[src/rtl/updown_counter_param.sv]
// Parametrised up/down counter with configurable width and modulus, wrap or
// saturate behaviour, variable step, synchronous load and count enable.
// Terminal flags are decoded from the registered count; overflow/underflow
// are registered one-cycle pulses marking a crossing on the previous count.
module updown_counter_param #(
    parameter int WIDTH    = 4,
    parameter int MAX_VAL  = (1 << WIDTH) - 1,
    parameter int SATURATE = 0,
    parameter int RST_VAL  = 0
) (
    input  logic             clk,
    input  logic             rst,
    input  logic             en,
    input  logic             control,
    input  logic [WIDTH-1:0] step,
    input  logic             load,
    input  logic [WIDTH-1:0] load_val,
    output logic [WIDTH-1:0] out,
    output logic             at_max,
    output logic             at_zero,
    output logic             ovf,
    output logic             udf
);

    // Range limits in counter width and in the one-bit-wider arithmetic width
    localparam logic [WIDTH-1:0] MAX_W   = WIDTH'(MAX_VAL);
    localparam logic [WIDTH-1:0] RST_W   = WIDTH'(RST_VAL);
    localparam logic [WIDTH:0]   MAX_X   = (WIDTH+1)'(MAX_VAL);
    localparam logic [WIDTH:0]   MOD_X   = (WIDTH+1)'(MAX_VAL + 1);

    logic [WIDTH-1:0] out_q, out_d;
    logic             ovf_q, ovf_d;
    logic             udf_q, udf_d;

    // Step is clamped to the range top so a single cycle wraps at most once
    logic [WIDTH-1:0] step_clamped;
    logic [WIDTH-1:0] load_clamped;
    logic [WIDTH:0]   up_sum;
    logic [WIDTH:0]   down_wrap;
    logic [WIDTH-1:0] up_over_val;
    logic [WIDTH-1:0] down_under_val;
    logic [WIDTH:0]   up_wrap_x;

    // Clamp operands and form the candidate next values for both directions
    always_comb begin
        step_clamped = (step > MAX_W) ? MAX_W : step;
        load_clamped = (load_val > MAX_W) ? MAX_W : load_val;
        up_sum       = {1'b0, out_q} + {1'b0, step_clamped};
        up_wrap_x    = up_sum - MOD_X;
        down_wrap    = {1'b0, out_q} + MOD_X - {1'b0, step_clamped};
    end

    // Boundary behaviour chosen at elaboration: wrap modulo range or clamp
    generate
        if (SATURATE != 0) begin : g_saturate
            assign up_over_val    = MAX_W;
            assign down_under_val = '0;
        end else begin : g_wrap
            assign up_over_val    = up_wrap_x[WIDTH-1:0];
            assign down_under_val = down_wrap[WIDTH-1:0];
        end
    endgenerate

    // Next-state selection: load beats count, count beats hold
    always_comb begin
        out_d = out_q;
        ovf_d = 1'b0;
        udf_d = 1'b0;
        if (load) begin
            out_d = load_clamped;
        end else if (en) begin
            if (control) begin
                if (up_sum > MAX_X) begin
                    ovf_d = 1'b1;
                    out_d = up_over_val;
                end else begin
                    out_d = up_sum[WIDTH-1:0];
                end
            end else begin
                if (out_q >= step_clamped) begin
                    out_d = out_q - step_clamped;
                end else begin
                    udf_d = 1'b1;
                    out_d = down_under_val;
                end
            end
        end
    end

    // State register with synchronous active-low reset overriding everything
    always_ff @(posedge clk) begin
        if (!rst) begin
            out_q <= RST_W;
            ovf_q <= 1'b0;
            udf_q <= 1'b0;
        end else begin
            out_q <= out_d;
            ovf_q <= ovf_d;
            udf_q <= udf_d;
        end
    end

    assign out     = out_q;
    assign ovf     = ovf_q;
    assign udf     = udf_q;
    assign at_max  = (out_q == MAX_W);
    assign at_zero = (out_q == '0);

endmodule

[config.mk]
export PLATFORM = sky130hd
export DESIGN_NAME = updown_counter_param
export DESIGN_NICKNAME = d
export VERILOG_FILES = /design/src/rtl/updown_counter_param.sv
export SDC_FILE = /design/constraint.sdc
export NUM_CORES = 1
export LEC_CHECK = 0
export BUFFER_PORTS_ARGS = -buffer_cell sky130_fd_sc_hd__buf_4
export CORE_AREA = 2 2 39 41
export CTS_CLUSTER_DIAMETER = 100
export CTS_CLUSTER_SIZE = 10
export DETAILED_ROUTE_END_ITERATION = 8
export DIE_AREA = 0 0 41 43
export PLACE_DENSITY_LB_ADDON = 0.25
export SLEW_MARGIN = 40
export SYNTH_ARGS = -nofsm -noshare
export SYNTH_HDL_FRONTEND = slang
export SYNTH_SLANG_ARGS = --single-unit
[constraint.sdc]
create_clock -name clk -period 2.1 [get_ports clk]
set_clock_uncertainty 0.1 [all_clocks]
set_input_delay 0.21 -clock clk [delete_from_list [all_inputs] [get_ports clk]]
set_output_delay 0.21 -clock clk [all_outputs]
set_load 0.03 [all_outputs]
# Yosys cells after proc, flatten, opt, wreduce, memory -nomap -nowiden
# Index checks and enable logic that the tools add are counted.
classes:
  n_reduce_logical: 4
  n_lt_le_gt_ge: 4
  n_eq_ne: 1
  mux: 9
  bitwise: 3
  n_addsub: 5
op_table:
  columns: ["cell", "count"]
  rows:
  - ["2-to-1 mux 4 bit", 7]
  - ["> comparator 4 bit, second input constant", 2]
  - ["OR reduction 4 bit", 2]
  - ["subtractor 4 bit", 2]
  - ["adder 4 x 4 -> 5 bit", 1]
  - ["> comparator 5 x 4 -> 1 bit, second input constant", 1]
  - ["adder 4 x 1 -> 4 bit, second input constant", 1]
  - ["equality test 4 bit, second input constant", 1]
  - ["greater-or-equal comparator 4 bit", 1]
  - ["zero test 4 bit", 1]
  - ["subtractor 4 x 1 -> 4 bit, second input constant", 1]
  - ["inverter 1 bit", 3]
  - ["2-to-1 mux 1 bit", 2]
  - ["nonzero test 2 bit", 1]
totals:
  reg_bits: 6
  inputBits: 13
  wordCells: 29

# Depth between registers and ports, before layout
depth:
  word_depth: 8
  depth_mapped: 8
  mapped_depth_nobuf: 8

# Worst setup path before layout
# Ideal clock, no wire load.
synth_timing:
  kind: "flip-flop to flip-flop"
  start: "reg out_q[0], in the netlist out[0]"
  end: "reg out_q[2], in the netlist out[2]"
  required_time_ns: 1.935
  path_stages_with_launch: 9
  slack_ns: 0.127
  arrival_ns: 1.808
  setup_ns: 0.065
  path_cell_list: "dfxtp_1 > inv_1 > ha_1 > fa_1 > mux2i_1 > xnor2_1 > a211oi_1 > a21oi_1 > nor2b_1"
synth_between:
  elab_chain_cells: 6
  elab_cells_between_ends: 12
  cone_classes: "5 x add/sub; 2 x order compare; 5 x mux"
synth_lines:
  columns: ["item", "line_no", "source"]
  rows:
  - ["start, declared", "31", "logic [WIDTH-1:0] out_q, out_d;"]
  - ["start signal, assigned", "97", "out_q <= out_d;"]
  - ["adder 4 x 1 -> 4 bit / adder 4 x 4 -> 5 bit (equally long branches)", "50, 48", null]
  - ["subtractor 4 bit, or another cell as far along", "50", "down_wrap = {1'b0, out_q} + MOD_X - {1'b0, step_clamped};"]
  - ["2-to-1 mux 4 bit (on tied branches)", "80, 73", null]
  - ["2-to-1 mux 4 bit (*)", "72", "if (control) begin"]
  - ["2-to-1 mux 4 bit (*)", "71", "end else if (en) begin"]
  - ["2-to-1 mux 4 bit (*)", "69", "if (load) begin"]
# Every way passes the cells marked *; elsewhere a longest branch is shown, timed or not. The select of a mux whose other input is x is not followed.
# A chain may end at the register's enable or synchronous reset.

# Worst setup path in the final report
# Same ends and word-level chain as after synthesis.

==> results.yml <==
worst_setup_path:
  reg2reg_setup_slack_ps: 260
  worst_r2r_path_depth: 8
  reg2reg_from: "out[0]$_SDFFE_PN0P_"
  start_kind: "flop"
  critical_path_class: "reg -> reg"
  crit_end: "out[2]$_SDFFE_PN0P_"
  crit_path_end_kind: "flop"
  path_max_fanout: 5
  crit_path_start: "out[0]$_SDFFE_PN0P_"
  reg2reg_to: "out[2]$_SDFFE_PN0P_"
  cp.required_ps: 2180
  arrival_ps: 1920
global_route:
  busiest_layer: "met2"
  grt_overflow: 0
  grt_util_all_layers_pct: 15.9
  grt_start_max_net_pins: 10
  antenna_found_initial: 0
  grt_util_met3_pct: 7.85
  grt.met1_usage_pct: 20.1
  grt_pass1_wl_mm: 1.88
  grt_pass1_vias: 439
  grtUsageMet2_pct: 24.4
clock_network:
  ctsResizeCount: 0
  cts-buffers-inserted: 3
  tritoncts: "done"
  ctsHoldBuffers: 0
  cts_sinks: 6
  insertion_delay_ps: 250
  clk_pin_slew_ps: 50
  clk_path_buf_depth: 2
  cts_setup_buffers: 0
  root_buffer: "clkbuf_4"
  htreeDepth: 1
floorplan:
  die_w_um: 41
  num_io_pins: 21
  initial_utilization_pct: 38.7
  rows: 14
  die_area_mm2: 0.00176
  die_h_um: 43
  fp.coreArea_mm2: 0.00138
synthesis:
  synth_edf_count: 0
  ys_types: 26
  ys_warn_count: 0
  syn-cell-area_um2: 536
  async_flop_share_pct: 0
  synth.most_common_cell: "ha_1"
  yosys-top-cells-area: "dfxtp_1 22%, ha_1 19%, fa_1 7.5%"
  synth-main-ff-cell: "dfxtp_1"
  synth-seq-area-share_pct: 22.4
  synth_top_area_cell: "dfxtp_1"
  mappedNetlistNets: 87
  ys_ff_latch: 6
  syn_inst: 64
  yosys.area.top_type_share_pct: 22.4
  synth_common_cells: "8 x ha_1, 7 x nand2_1, 6 x dfxtp_1, 6 x inv_1"
  avgSynthCellArea_um2: 8.37
placed_design:
  place_area_um2: 701
  dp_hpwl_um: 927
  gp_congestion: 0.748
  placedCellCount: 99
  numPortBuffers: 20
run:
  maxCapViolations: 0
power_and_ir_drop:
  power_density_mw_per_mm2: 536
  ir_worst_vdd_mv: 0.299
  p_leak_nw: 0.370
sta:
  hold_viol: 0
  slew_headroom_pct: 72.3
  finalCritPeriodShare_pct: 87.7
  timing.fmax_mhz: 543
  tns_ps: 0
  setup_violations: 0
  grt_setup_unrepaired: "no"
  maxSlewViolCount: 0
  hold-worst-slack_ps: 99.9
  min_period_ps: 1840
  worst_pin_slew_ps: 405
routing:
  wire_per_inst_um: 11.0
  drc: 0
  antenna_left: 0
  drt-total-wl_mm: 1.13
  vias: 496
  via_per_inst: 4.86
  drtIter0Drc: 7
  first_pass_iters: 3
final_layout:
  diodes: 0
  final_nets: 111
  fillCellCount: 141
  fin_cells: 102
  fin_area_um2: 724
  drive_gt1_share_pct: 31.4
  fin_util_pct: 52.4
  area_delta_synth_final_pct: 35.3
hold_path:
  hold_class: "in -> reg"
status:
  status: "finished, final reports clean"
-- final cells by class --
type	instances	area, um2	share of cell area, %
inverter	7	26.3	3.63
multi-input combinational	50	384	53.0
timing repair buffer	20	150	20.7
sequential	6	121	16.8
tap	16	20.0	2.76
clock buffer	3	22.5	3.11
-- flip-flops by register name (all words and copies together), names as in the netlist --
signal,cells
out,4
ovf,1
udf,1
-- critical path, stage by stage, from the launching register on --
cell	delay, ps
dfxtp_2	370
inv_1	70
ha_1	210
fa_1	390
mux2i_1	170
xnor2_1	100
a211oi_1	230
a21oi_1	60
nor2b_1	100
-- metal layers --
layer | up-vias | share of wire (%)
li1 | 265 | -
met1 | 213 | 46
met2 | 18 | 46
met3 | 0 | 7.5
met4 | 0 | 0
met5 | - | 0
-- per-stage QoR --
step	power, mW	worst slack, ps
after floorplan	0.228	127
after global placement	0.283	185
after detailed placement	0.284	181
after CTS	0.397	152
after global routing	0.424	83.2
final	0.388	258
-- placed cells by master, fill, tap and decap left out --
cell type  synthesis  final
o211ai_1           1      1
inv_2              1      1
nand3_1            1      1
nand2_1            7      7
buf_4              0     20
nor3_1             2      2
clkbuf_4           0      3
or4_1              1      1
and2b_2            2      2
xnor2_1            2      2
ha_1               8      8
o21ai_0            2      2
dfxtp_2            0      1
a2bb2oi_1          1      1
fa_1               2      2
a211oi_1           2      2
a21oi_1            4      4
nor2_1             4      4
inv_1              6      6
mux2i_1            2      2
a2111oi_0          1      1
o311ai_0           1      1
nor2b_1            3      3
nor4_1             1      1
or2b_1             1      1
dfxtp_1            6      5
a21o_1             1      1
and2_1             1      1
-- power breakdown --
group          internal, mW  total (mW)  switching (mW)
clock                0.0648       0.108          0.0432
sequential            0.122       0.133          0.0112
combinational        0.0708       0.147          0.0762
-- how the worst min path moves through the flow --
stage                                      to  cells after the start  slack [ps]  startpoint
final                          udf$_SDFF_PP0_                      2         100     control
after global routing           udf$_SDFF_PP0_                      2         100     control
after CTS                      udf$_SDFF_PP0_                      2          90     control
after detailed placement       udf$_SDFF_PP0_                      2         360     control
after global placement    out[1]$_SDFFE_PN0P_                      2         360         rst
after floorplan                udf$_SDFF_PP0_                      1         190     control
-- cells by family after synthesis --
kind of cell	after synthesis	synth area share, %
AOI/OAI and AO/OA	13	16.1
xor gates and xnor gates	2	3.27
adders and majority gates	10	26.2
buffers and inverters	8	5.84
DFF	6	22.4
muxes	2	3.74
and+or+nand+nor	23	22.4
Power figures use the tool's default switching activity.
